--- config.mk ---
export PLATFORM = sky130hd
export DESIGN_NAME = intrapred_mb_sequencer
export DESIGN_NICKNAME = d
export VERILOG_FILES = /design/src/rtl/intrapred_mb_sequencer.sv
export SDC_FILE = /design/constraint.sdc
export NUM_CORES = 1
export LEC_CHECK = 0
export ABC_AREA = 0
export BUFFER_PORTS_ARGS = -buffer_cell sky130_fd_sc_hd__buf_4
export CORE_MARGIN = 2
export CORE_UTILIZATION = 40
export CTS_CLUSTER_DIAMETER = 120
export DETAILED_ROUTE_END_ITERATION = 10
export GPL_TIMING_DRIVEN = 0
export PLACE_DENSITY = 0.69
export SLEW_MARGIN = 20
export SYNTH_ARGS = -nofsm -noshare
export SYNTH_HDL_FRONTEND = slang
export SYNTH_SLANG_ARGS = --single-unit
--- constraint.sdc ---
create_clock -name clk_i -period 6.78 [get_ports clk_i]
set_input_delay 0.339 -clock clk_i [delete_from_list [all_inputs] [get_ports clk_i]]
set_output_delay 0.339 -clock clk_i [all_outputs]
set_load 0.03 [all_outputs]
--- src/rtl/intrapred_mb_sequencer.sv ---
// ---------------------------------------------------------------------------------------------
// intrapred_mb_sequencer
//
// Frame-level controller for the intra-prediction datapath. For each macroblock it issues the
// sixteen luma 4x4 sub-blocks one at a time (each waits for its predecessor's mode), then issues
// the luma 16x16 and both chroma paths together. It collects the chosen modes and presents one
// packed mode record per macroblock on a valid/ready handshake.
//
// Ports:
//   clk_i, rst_ni            clock (rising edge), asynchronous active-low reset
//   start_i, num_mbs_i       frame start request and macroblock count (latched on accept)
//   busy_o, done_o           frame in progress, one-cycle end-of-frame pulse
//   mbnumber_o, blkidx_o     current macroblock and luma 4x4 sub-block index to the datapath
//   enable_*_o               one-cycle issue pulses for the luma 4x4, luma 16x16 and chroma paths
//   mode_*_i                 saver decisions, sampled on the last cycle of each wait window
//   mb_valid_o, mb_ready_i   mode record handshake
//   mb_modes_luma4x4_o       16 x 3-bit luma 4x4 modes, block k at bits [3k+2:3k]
//   mb_mode_*_o, mb_index_o  luma 16x16 / chroma B / chroma R modes and owning macroblock
// ---------------------------------------------------------------------------------------------
module intrapred_mb_sequencer #(
    parameter int unsigned MB_NUMBER_BITS = 12,
    parameter int unsigned PIPE_LATENCY   = 5
) (
    input  logic                      clk_i,
    input  logic                      rst_ni,
    input  logic                      start_i,
    input  logic [MB_NUMBER_BITS:0]   num_mbs_i,
    output logic                      busy_o,
    output logic                      done_o,
    output logic [MB_NUMBER_BITS:0]   mbnumber_o,
    output logic [3:0]                blkidx_o,
    output logic                      enable_luma4x4_o,
    output logic                      enable_luma16x16_o,
    output logic                      enable_chroma_o,
    input  logic [2:0]                mode_luma4x4_i,
    input  logic [2:0]                mode_luma16x16_i,
    input  logic [2:0]                mode_chromab_i,
    input  logic [2:0]                mode_chromar_i,
    output logic                      mb_valid_o,
    input  logic                      mb_ready_i,
    output logic [47:0]               mb_modes_luma4x4_o,
    output logic [2:0]                mb_mode_luma16x16_o,
    output logic [2:0]                mb_mode_chromab_o,
    output logic [2:0]                mb_mode_chromar_o,
    output logic [MB_NUMBER_BITS:0]   mb_index_o
);

    localparam logic [3:0]              LatLast = 4'(PIPE_LATENCY - 1);
    localparam logic [3:0]              BlkLast = 4'd15;
    localparam logic [MB_NUMBER_BITS:0] MbOne   = {{MB_NUMBER_BITS{1'b0}}, 1'b1};

    typedef enum logic [2:0] {
        StIdle,
        StL4Issue,
        StL4Wait,
        StL16Issue,
        StL16Wait,
        StOut,
        StDone
    } state_e;

    state_e                  state_q;
    logic                    busy_q;
    logic                    done_q;
    logic                    en_l4_q;
    logic                    en_l16_q;
    logic                    en_chroma_q;
    logic                    valid_q;
    logic [MB_NUMBER_BITS:0] mbnum_q;
    logic [MB_NUMBER_BITS:0] num_mbs_q;
    logic [3:0]              blk_q;
    logic [3:0]              lat_q;

    // Working luma 4x4 slots for the macroblock in flight; the published record is only
    // refreshed when the whole macroblock completes, so it never changes while mb_valid is high.
    logic [2:0]              slots_q [16];
    logic [47:0]             slots_packed;

    logic [47:0]             rec_l4_q;
    logic [2:0]              rec_l16_q;
    logic [2:0]              rec_cb_q;
    logic [2:0]              rec_cr_q;
    logic [MB_NUMBER_BITS:0] rec_idx_q;

    logic [MB_NUMBER_BITS:0] last_mb;
    logic                    lat_done;

    // num_mbs_q is non-zero whenever this is consulted, so the subtraction cannot wrap.
    assign last_mb  = num_mbs_q - MbOne;
    assign lat_done = (lat_q == LatLast);

    always_comb begin
        slots_packed = '0;
        for (int k = 0; k < 16; k++) begin
            slots_packed[3*k +: 3] = slots_q[k];
        end
    end

    always_ff @(posedge clk_i or negedge rst_ni) begin
        if (!rst_ni) begin
            state_q     <= StIdle;
            busy_q      <= 1'b0;
            done_q      <= 1'b0;
            en_l4_q     <= 1'b0;
            en_l16_q    <= 1'b0;
            en_chroma_q <= 1'b0;
            valid_q     <= 1'b0;
            mbnum_q     <= '0;
            num_mbs_q   <= '0;
            blk_q       <= '0;
            lat_q       <= '0;
            for (int k = 0; k < 16; k++) begin
                slots_q[k] <= '0;
            end
            rec_l4_q    <= '0;
            rec_l16_q   <= '0;
            rec_cb_q    <= '0;
            rec_cr_q    <= '0;
            rec_idx_q   <= '0;
        end else begin
            // Pulses default low; each is raised only on the transition into its state.
            done_q      <= 1'b0;
            en_l4_q     <= 1'b0;
            en_l16_q    <= 1'b0;
            en_chroma_q <= 1'b0;

            unique case (state_q)
                StIdle: begin
                    if (start_i) begin
                        num_mbs_q <= num_mbs_i;
                        mbnum_q   <= '0;
                        blk_q     <= '0;
                        busy_q    <= 1'b1;
                        if (num_mbs_i == '0) begin
                            state_q <= StDone;
                        end else begin
                            state_q <= StL4Issue;
                            en_l4_q <= 1'b1;
                        end
                    end
                end

                StL4Issue: begin
                    lat_q   <= '0;
                    state_q <= StL4Wait;
                end

                StL4Wait: begin
                    if (lat_done) begin
                        slots_q[blk_q] <= mode_luma4x4_i;
                        if (blk_q != BlkLast) begin
                            blk_q   <= blk_q + 4'd1;
                            state_q <= StL4Issue;
                            en_l4_q <= 1'b1;
                        end else begin
                            blk_q       <= '0;
                            state_q     <= StL16Issue;
                            en_l16_q    <= 1'b1;
                            en_chroma_q <= 1'b1;
                        end
                    end else begin
                        lat_q <= lat_q + 4'd1;
                    end
                end

                StL16Issue: begin
                    lat_q   <= '0;
                    state_q <= StL16Wait;
                end

                StL16Wait: begin
                    if (lat_done) begin
                        rec_l4_q  <= slots_packed;
                        rec_l16_q <= mode_luma16x16_i;
                        rec_cb_q  <= mode_chromab_i;
                        rec_cr_q  <= mode_chromar_i;
                        rec_idx_q <= mbnum_q;
                        valid_q   <= 1'b1;
                        state_q   <= StOut;
                    end else begin
                        lat_q <= lat_q + 4'd1;
                    end
                end

                StOut: begin
                    // Nothing is issued until the record is taken: backpressure stalls everything.
                    if (mb_ready_i) begin
                        valid_q <= 1'b0;
                        if (mbnum_q == last_mb) begin
                            state_q <= StDone;
                        end else begin
                            mbnum_q <= mbnum_q + MbOne;
                            blk_q   <= '0;
                            state_q <= StL4Issue;
                            en_l4_q <= 1'b1;
                        end
                    end
                end

                StDone: begin
                    done_q  <= 1'b1;
                    busy_q  <= 1'b0;
                    state_q <= StIdle;
                end

                default: begin
                    state_q <= StIdle;
                end
            endcase
        end
    end

    assign busy_o              = busy_q;
    assign done_o              = done_q;
    assign mbnumber_o          = mbnum_q;
    assign blkidx_o            = blk_q;
    assign enable_luma4x4_o    = en_l4_q;
    assign enable_luma16x16_o  = en_l16_q;
    assign enable_chroma_o     = en_chroma_q;
    assign mb_valid_o          = valid_q;
    assign mb_modes_luma4x4_o  = rec_l4_q;
    assign mb_mode_luma16x16_o = rec_l16_q;
    assign mb_mode_chromab_o   = rec_cb_q;
    assign mb_mode_chromar_o   = rec_cr_q;
    assign mb_index_o          = rec_idx_q;

endmodule
Word level (Yosys, flattened, before mapping)
Cells that the tools add are included.
{ "classes": {"add_sub_neg": 4, "magnitude_cmp": 2, "eq_ne": 15, "mux": 39, "bitwise": 1, "reduce_logical": 19} }
{ "ops": {"columns": ["op", "n"], "rows": [
  ["bitwise mux 48 bit", 1],
  ["2-to-1 mux 13 bit", 3],
  ["one-hot mux 13 bit (2 select lines)", 1],
  ["2-to-1 mux 4 bit", 6],
  ["2-to-1 mux 3 bit", 7],
  ["one-hot mux 3 bit (6 select lines)", 1],
  ["adder 13 x 1 -> 13 bit (second input constant)", 1],
  ["equality test 13 bit", 1],
  ["logical NOT 13 bit", 1],
  ["2-to-1 mux 1 bit", 13],
  ["subtractor 13 x 1 -> 13 bit (second input constant)", 1],
  ["demux 3 bit (select 4 bit)", 1],
  ["inequality test 2 bit (second input constant)", 6],
  ["one-hot mux 4 bit (3 select lines)", 1],
  ["AND reduction 2 bit", 5],
  ["equality test 3 bit (second input constant)", 3],
  ["adder 4 x 1 -> 4 bit (second input constant)", 2],
  ["one-hot mux 4 bit (2 select lines)", 1],
  ["AND reduction 4 bit", 2],
  ["nonzero test 2 bit", 4],
  ["equality test 3 x 2 -> 1 bit (second input constant)", 2],
  ["greater-or-equal comparator 5 bit (second input constant)", 1],
  ["less-than comparator 5 x 1 -> 1 bit (second input constant)", 1],
  ["NOT 4 -> 5 bit", 1],
  ["12 further kinds", 14]
]} }
{ "word_totals": {"ff_bits": 160, "inputBits": 29, "wordCells": 111} }

Logic depth before layout (Yosys ltp)
{ "depth": {"word_depth": 6, "depth_mapped": 11} }

Worst setup path after synthesis
OpenSTA, ideal clock, no wires.
{ "synth_timing": {"kind": "flip-flop to flip-flop", "startpoint": "register num_mbs_q[0]", "endpoint": "register state_q[0]", "setup_ns": 0.120, "t_arrival_ns": 2.541, "slack_ns": 4.119, "stages_incl_launch_ff": 12, "path_buffers": 2, "synth_period_minus_slack_ns": 2.661, "cell_sequence": "dfrtp_1 clkbuf_1 inv_1 ha_1 clkbuf_1 nor3b_1 a22oi_2 a2111oi_4 o2111ai_2 nor3_4 o21ai_0 a31o_2"} }
{ "synth_via": {"elab_chain_len": 5} }
{ "synth_rtl": {"columns": ["element", "line_no", "source"], "rows": [
  ["start: declaration", "70", "logic [MB_NUMBER_BITS:0] num_mbs_q;"],
  ["start signal: assignment", "130", "num_mbs_q <= num_mbs_i;"],
  ["subtractor 13 x 1 -> 13 bit", "89", "assign last_mb = num_mbs_q - MbOne;"],
  ["equality test 13 bit", "189", "if (mbnum_q == last_mb) begin"],
  ["2-to-1 mux 3 bit", "189", null],
  ["2-to-1 mux 3 bit", "187", "if (mb_ready_i) begin"],
  ["one-hot mux 3 bit (6 select lines)", "127", "unique case (state_q)"],
  ["end signal: assignment", "135", "state_q <= StDone;"],
  ["end signal: assignment", "190", "state_q <= StDone;"],
  ["end signal: assignment", "194", "state_q <= StL4Issue;"],
  ["end: declaration", "62", "state_e state_q;"]
]} }
No other way between the ends. The select of a mux whose other input is x is not followed.
A chain may end at the register's enable or synchronous reset.

Worst setup path after layout
Ends and elaborated chain as after synthesis.

==> summary.md <==
| Metric | Value |
|---|---|
| Layout Nets | `779` |
| Critical Path Start | `num_mbs_q[0]` |
| ANT nets after route | `0` |
| Actual slew at the worst max-slew pin | `0.7282 ns` |
| Max VDD drop | `0.2340 mV` |
| Pin count of the biggest net entering global routing | `100` |
| # IOs | `122` |
| Lkg Pwr | `0.004360 µW` |
| R2R cell count | `11` |
| First-pass GRT wire length | `27,920 µm` |
| Mapped Cells | `600` |
| Buffers & Inverters on Critical Path | `3` |
| Setup ws final | `3.519 ns` |
| Via Count | `5,177` |
| Critical path capture point type | `flip-flop` |
| Port buffer count | `121` |
| Max Slew Vio Count | `0` |
| F_max | `306.7 MHz` |
| Top FF cell, synth | `dfrtp_1` |
| Final GP Congestion | `0.8729` |
| Routed wire per std cell | `17.24 µm` |
| Final instance area | `9120 µm²` |
| Post-CTS setup buffer count | `0` |
| Sum Neg Setup Slack | `0 ns` |
| Total global-route track usage | `18.00%` |
| Fin crit share | `48.09%` |
| Clock network fraction of design power | `28.7%` |
| Seq pwr share | `38.8%` |
| Worst Hold Endpoint | `num_mbs_q[2]` |
| Worst rel slew slack | `51.01%` |
| CTS HTree Levels | `4` |
| Ant. Diodes | `0` |
| WP data required | `7.09 ns` |
| Pwr Density | `354.1 nW/µm²` |
| RSZ-0062 raised after global routing | `false` |
| # DRC | `0` |
| Routed wire length | `16,950 µm` |
| TritonCTS Buffers | `17` |
| Die W | `139.2 µm` |
| Share of cells above drive strength 1 | `38.59%` |
| GRT overflow | `0` |
| Hold Path Class | `input pin to flip-flop` |
| Setup CP Type | `flip-flop to flip-flop` |
| Number of global-route vias before repair | `5,276` |
| Reg2reg setup slack | `3.52 ns` |
| Ys Warns | `0` |
| CTS sink cnt | `160` |
| CP max-delay cell | `nor3b_1` |
| Drt via density | `5.267` |
| Status | `complete, no violations` |
| Gate power share | `32.5%` |
| Worst-path fanout max | `9` |
| Die height | `139.2 µm` |
| DRT Pass-1 Iters | `4` |
| Core Region | `17,960 µm²` |
| FP Rows | `49` |
| Worst r2r dst | `state_q[0]` |
| Cell area after synthesis | `7307 µm²` |
| Pint | `2064 µW` |
| Clock root buffer | `clkbuf_16` |
| Fraction of registers with async set/reset | `100.0%` |
| CP Cell Sequence | `clkbuf_1, inv_1, ha_1, clkbuf_1, nor3b_1, a22oi_2, a2111oi_4, o2111ai_2, nor3_4, o21ai_0, a31o_2` |
| Count of final setup violators | `0` |
| Hold-critical path depth | `3` |
| CP Launch Type | `flip-flop` |
| 1st-iter DRT viols | `273` |
| Worst r2r src | `num_mbs_q[0]` |
| CP peak stage delay | `0.46 ns` |
| Post-DP HPWL | `11,890 µm` |
| Yosys cell types | `67` |
| Crit path max-delay family | `compound AO/OA/AOI/OAI gates` |
| Initial Util | `40.68%` |
| Setup slack at placement | `3.613 ns` |
| Crit path DAT | `3.57 ns` |
| Max Cap Viol | `0` |
| CTS tree | `done` |
| Reg clk slew, reported paths | `0.06 ns` |
| Synth Area per Inst | `12.18 µm²` |
| Core Util, Final | `50.77%` |
| Final critical path time including I/O delays and setup | `3.261 ns` |
| Final hold vios | `0` |
| CP most frequent cell | `clkbuf_1` |
| CTS max path bufs | `2` |
| Overall power | `3229 µW` |
| Net Sw Power | `1165 µW` |
| Net count after synthesis | `637` |
| Register area share after synthesis | `54.79%` |
| Placement Cell Area | `8537 µm²` |
| Worst-skew pair later-pin latency | `0.42 ns` |
| Initial antenna violation count | `0` |
| EDFF count, synth | `0` |
| Switch share | `36.09%` |
| Die area | `19,360 µm²` |
| FF+latch count, synth | `160` |
| Fin Clk Skew | `0.007703 ns` |
| Layout area overhead | `24.81%` |
| Hold Path Origin | `num_mbs_i[2]` |
cells by family (layout without fill, tap and decap cells):
kind of cell | count (synthesis) | count (layout) | share of synthesized area (%)
AO/OA/AOI/OAI | 78 | 78 | 8.288
XOR/XNOR | 13 | 13 | 1.747
multiplexers | 128 | 128 | 19.55
flip-flops | 160 | 160 | 54.79
adder cells (fa/ha/maj) | 8 | 8 | 1.370
buffers and inverters | 49 | 203 | 2.705
AND/OR/NAND/NOR | 164 | 164 | 11.54
what timing repair did:
item | 4_1_cts | 5_1_grt
endpoints found under the hold margin | 61 | 0
resized for setup | 0 | 0
hold buffers | 1 | 0
routing by layer:
| metal | GRT usage, % | up-vias | share of wire (%) |
|---|---|---|---|
| met2 | 29.12 | 169 | 47 |
| met1 | 23.03 | 2555 | 44 |
| met4 | 5.157 | 0 | 1.6 |
| met3 | 6.319 | 18 | 6.7 |
| met5 | 0 | - | 0 |
| li1 | - | 2435 | - |
cell usage in the layout, fill, tap and decap left out, drive strengths merged, types with 4 or more instances in the layout:
| master | instances |
|---|---|
| a21o | 4 |
| a21oi | 9 |
| and3 | 6 |
| buf | 127 |
| clkbuf | 50 |
| clkinv | 5 |
| dfrtp | 160 |
| ha | 8 |
| inv | 18 |
| mux2 | 118 |
| mux2i | 10 |
| nand2 | 55 |
| nand2b | 9 |
| nand3 | 24 |
| nand4 | 9 |
| nor2 | 24 |
| nor2b | 9 |
| nor3 | 8 |
| nor4 | 4 |
| o2111ai | 4 |
| o21ai | 15 |
| o221ai | 4 |
| o22ai | 5 |
| xnor2 | 10 |
worst max path at each step:
| stage | to | slack, ns | cells past startpoint |
|---|---|---|---|
| finish | state_q[0] | 3.52 | 11 |
| global route | enable_luma4x4_o | 3.40 | 11 |
| CTS | state_q[0] | 3.60 | 11 |
| detailed placement | state_q[0] | 3.61 | 11 |
| global placement | state_q[0] | 3.64 | 11 |
| floorplan | state_q[0] | 4.12 | 11 |
state kept, by name (all words and copies together), names as in the netlist:
| register | flops |
|---|---|
| done_o | 1 |
| mbnumber_o | 13 |
| state_q | 3 |
| blkidx_o | 4 |
| busy_o | 1 |
| slots_packed | 48 |
| enable_chroma_o | 1 |
| mb_mode_luma16x16_o | 3 |
| lat_q | 4 |
| num_mbs_q | 13 |
| mb_modes_luma4x4_o | 48 |
| enable_luma4x4_o | 1 |
| mb_mode_chromar_o | 3 |
| mb_mode_chromab_o | 3 |
| mb_valid_o | 1 |
| mb_index_o | 13 |
power groups by stage:
stage | clock network, µW | registers [µW] | logic (µW)
CTS | 950 | 1250 | 1050
global placement | 0 | 1260 | 1030
detailed placement | 0 | 1270 | 1050
finish | 926 | 1250 | 1050
global route | 994 | 1270 | 1140
floorplan | 0 | 1430 | 539
worst register-to-register path: cells and delay by family, from the launching register on:
kind / cells / cell delay, ns
DFF: 1 / 0.36
AOI/OAI and AO/OA: 5 / 1.24
adders and majority gates: 1 / 0.14
buffers and inverters: 3 / 0.61
and+or+nand+nor: 2 / 0.81
stage by stage:
| step | std cells | hold WS [ns] |
|---|---|---|
| finish | 983 | 0.1160 |
| CTS | 983 | 0.1036 |
| floorplan | 600 | 0.04341 |
| global placement | 950 | 0.4828 |
| detailed placement | 951 | 0.3157 |
| global route | 983 | 0.1168 |
synth_stat cells, drive strengths merged (3+ instances only):
master | instances | area, µm²
nand3 | 24 | 120.1
a21o | 4 | 30.03
o22ai | 5 | 31.28
o21a | 3 | 22.52
a41oi | 3 | 26.28
mux2 | 118 | 1329
xnor2 | 10 | 87.58
ha | 8 | 100.1
inv | 12 | 45.04
buf | 5 | 31.28
o2111ai | 4 | 41.29
o211ai | 3 | 22.52
o21ai | 15 | 75.07
mux2i | 10 | 100.1
o221ai | 4 | 35.03
nor3b | 3 | 22.52
nor2 | 24 | 92.59
nand2b | 9 | 58.81
a22oi | 3 | 27.52
o31ai | 3 | 27.52
nor3 | 8 | 56.31
a21oi | 9 | 45.04
nand4 | 9 | 56.30
a31oi | 3 | 18.77
a31o | 3 | 26.28
and2 | 3 | 18.77
clkbuf | 32 | 121.4
and3 | 6 | 37.54
nor2b | 9 | 56.30
nor4 | 4 | 40.04
dfrtp | 160 | 4004
nand2 | 55 | 206.5
area by class of cell:
cell class	count	area, µm²
repair buffers	123	953.4
flip-flops and latches	160	4004
fillers	1614	8843
plain buffers	37	152.6
inverters	12	45.04
clock inverters	13	128.9
multi-input cells	391	3110
well taps	229	286.5
clock buffers	18	439.2
Note: power is estimated with default switching activity, not from simulation.
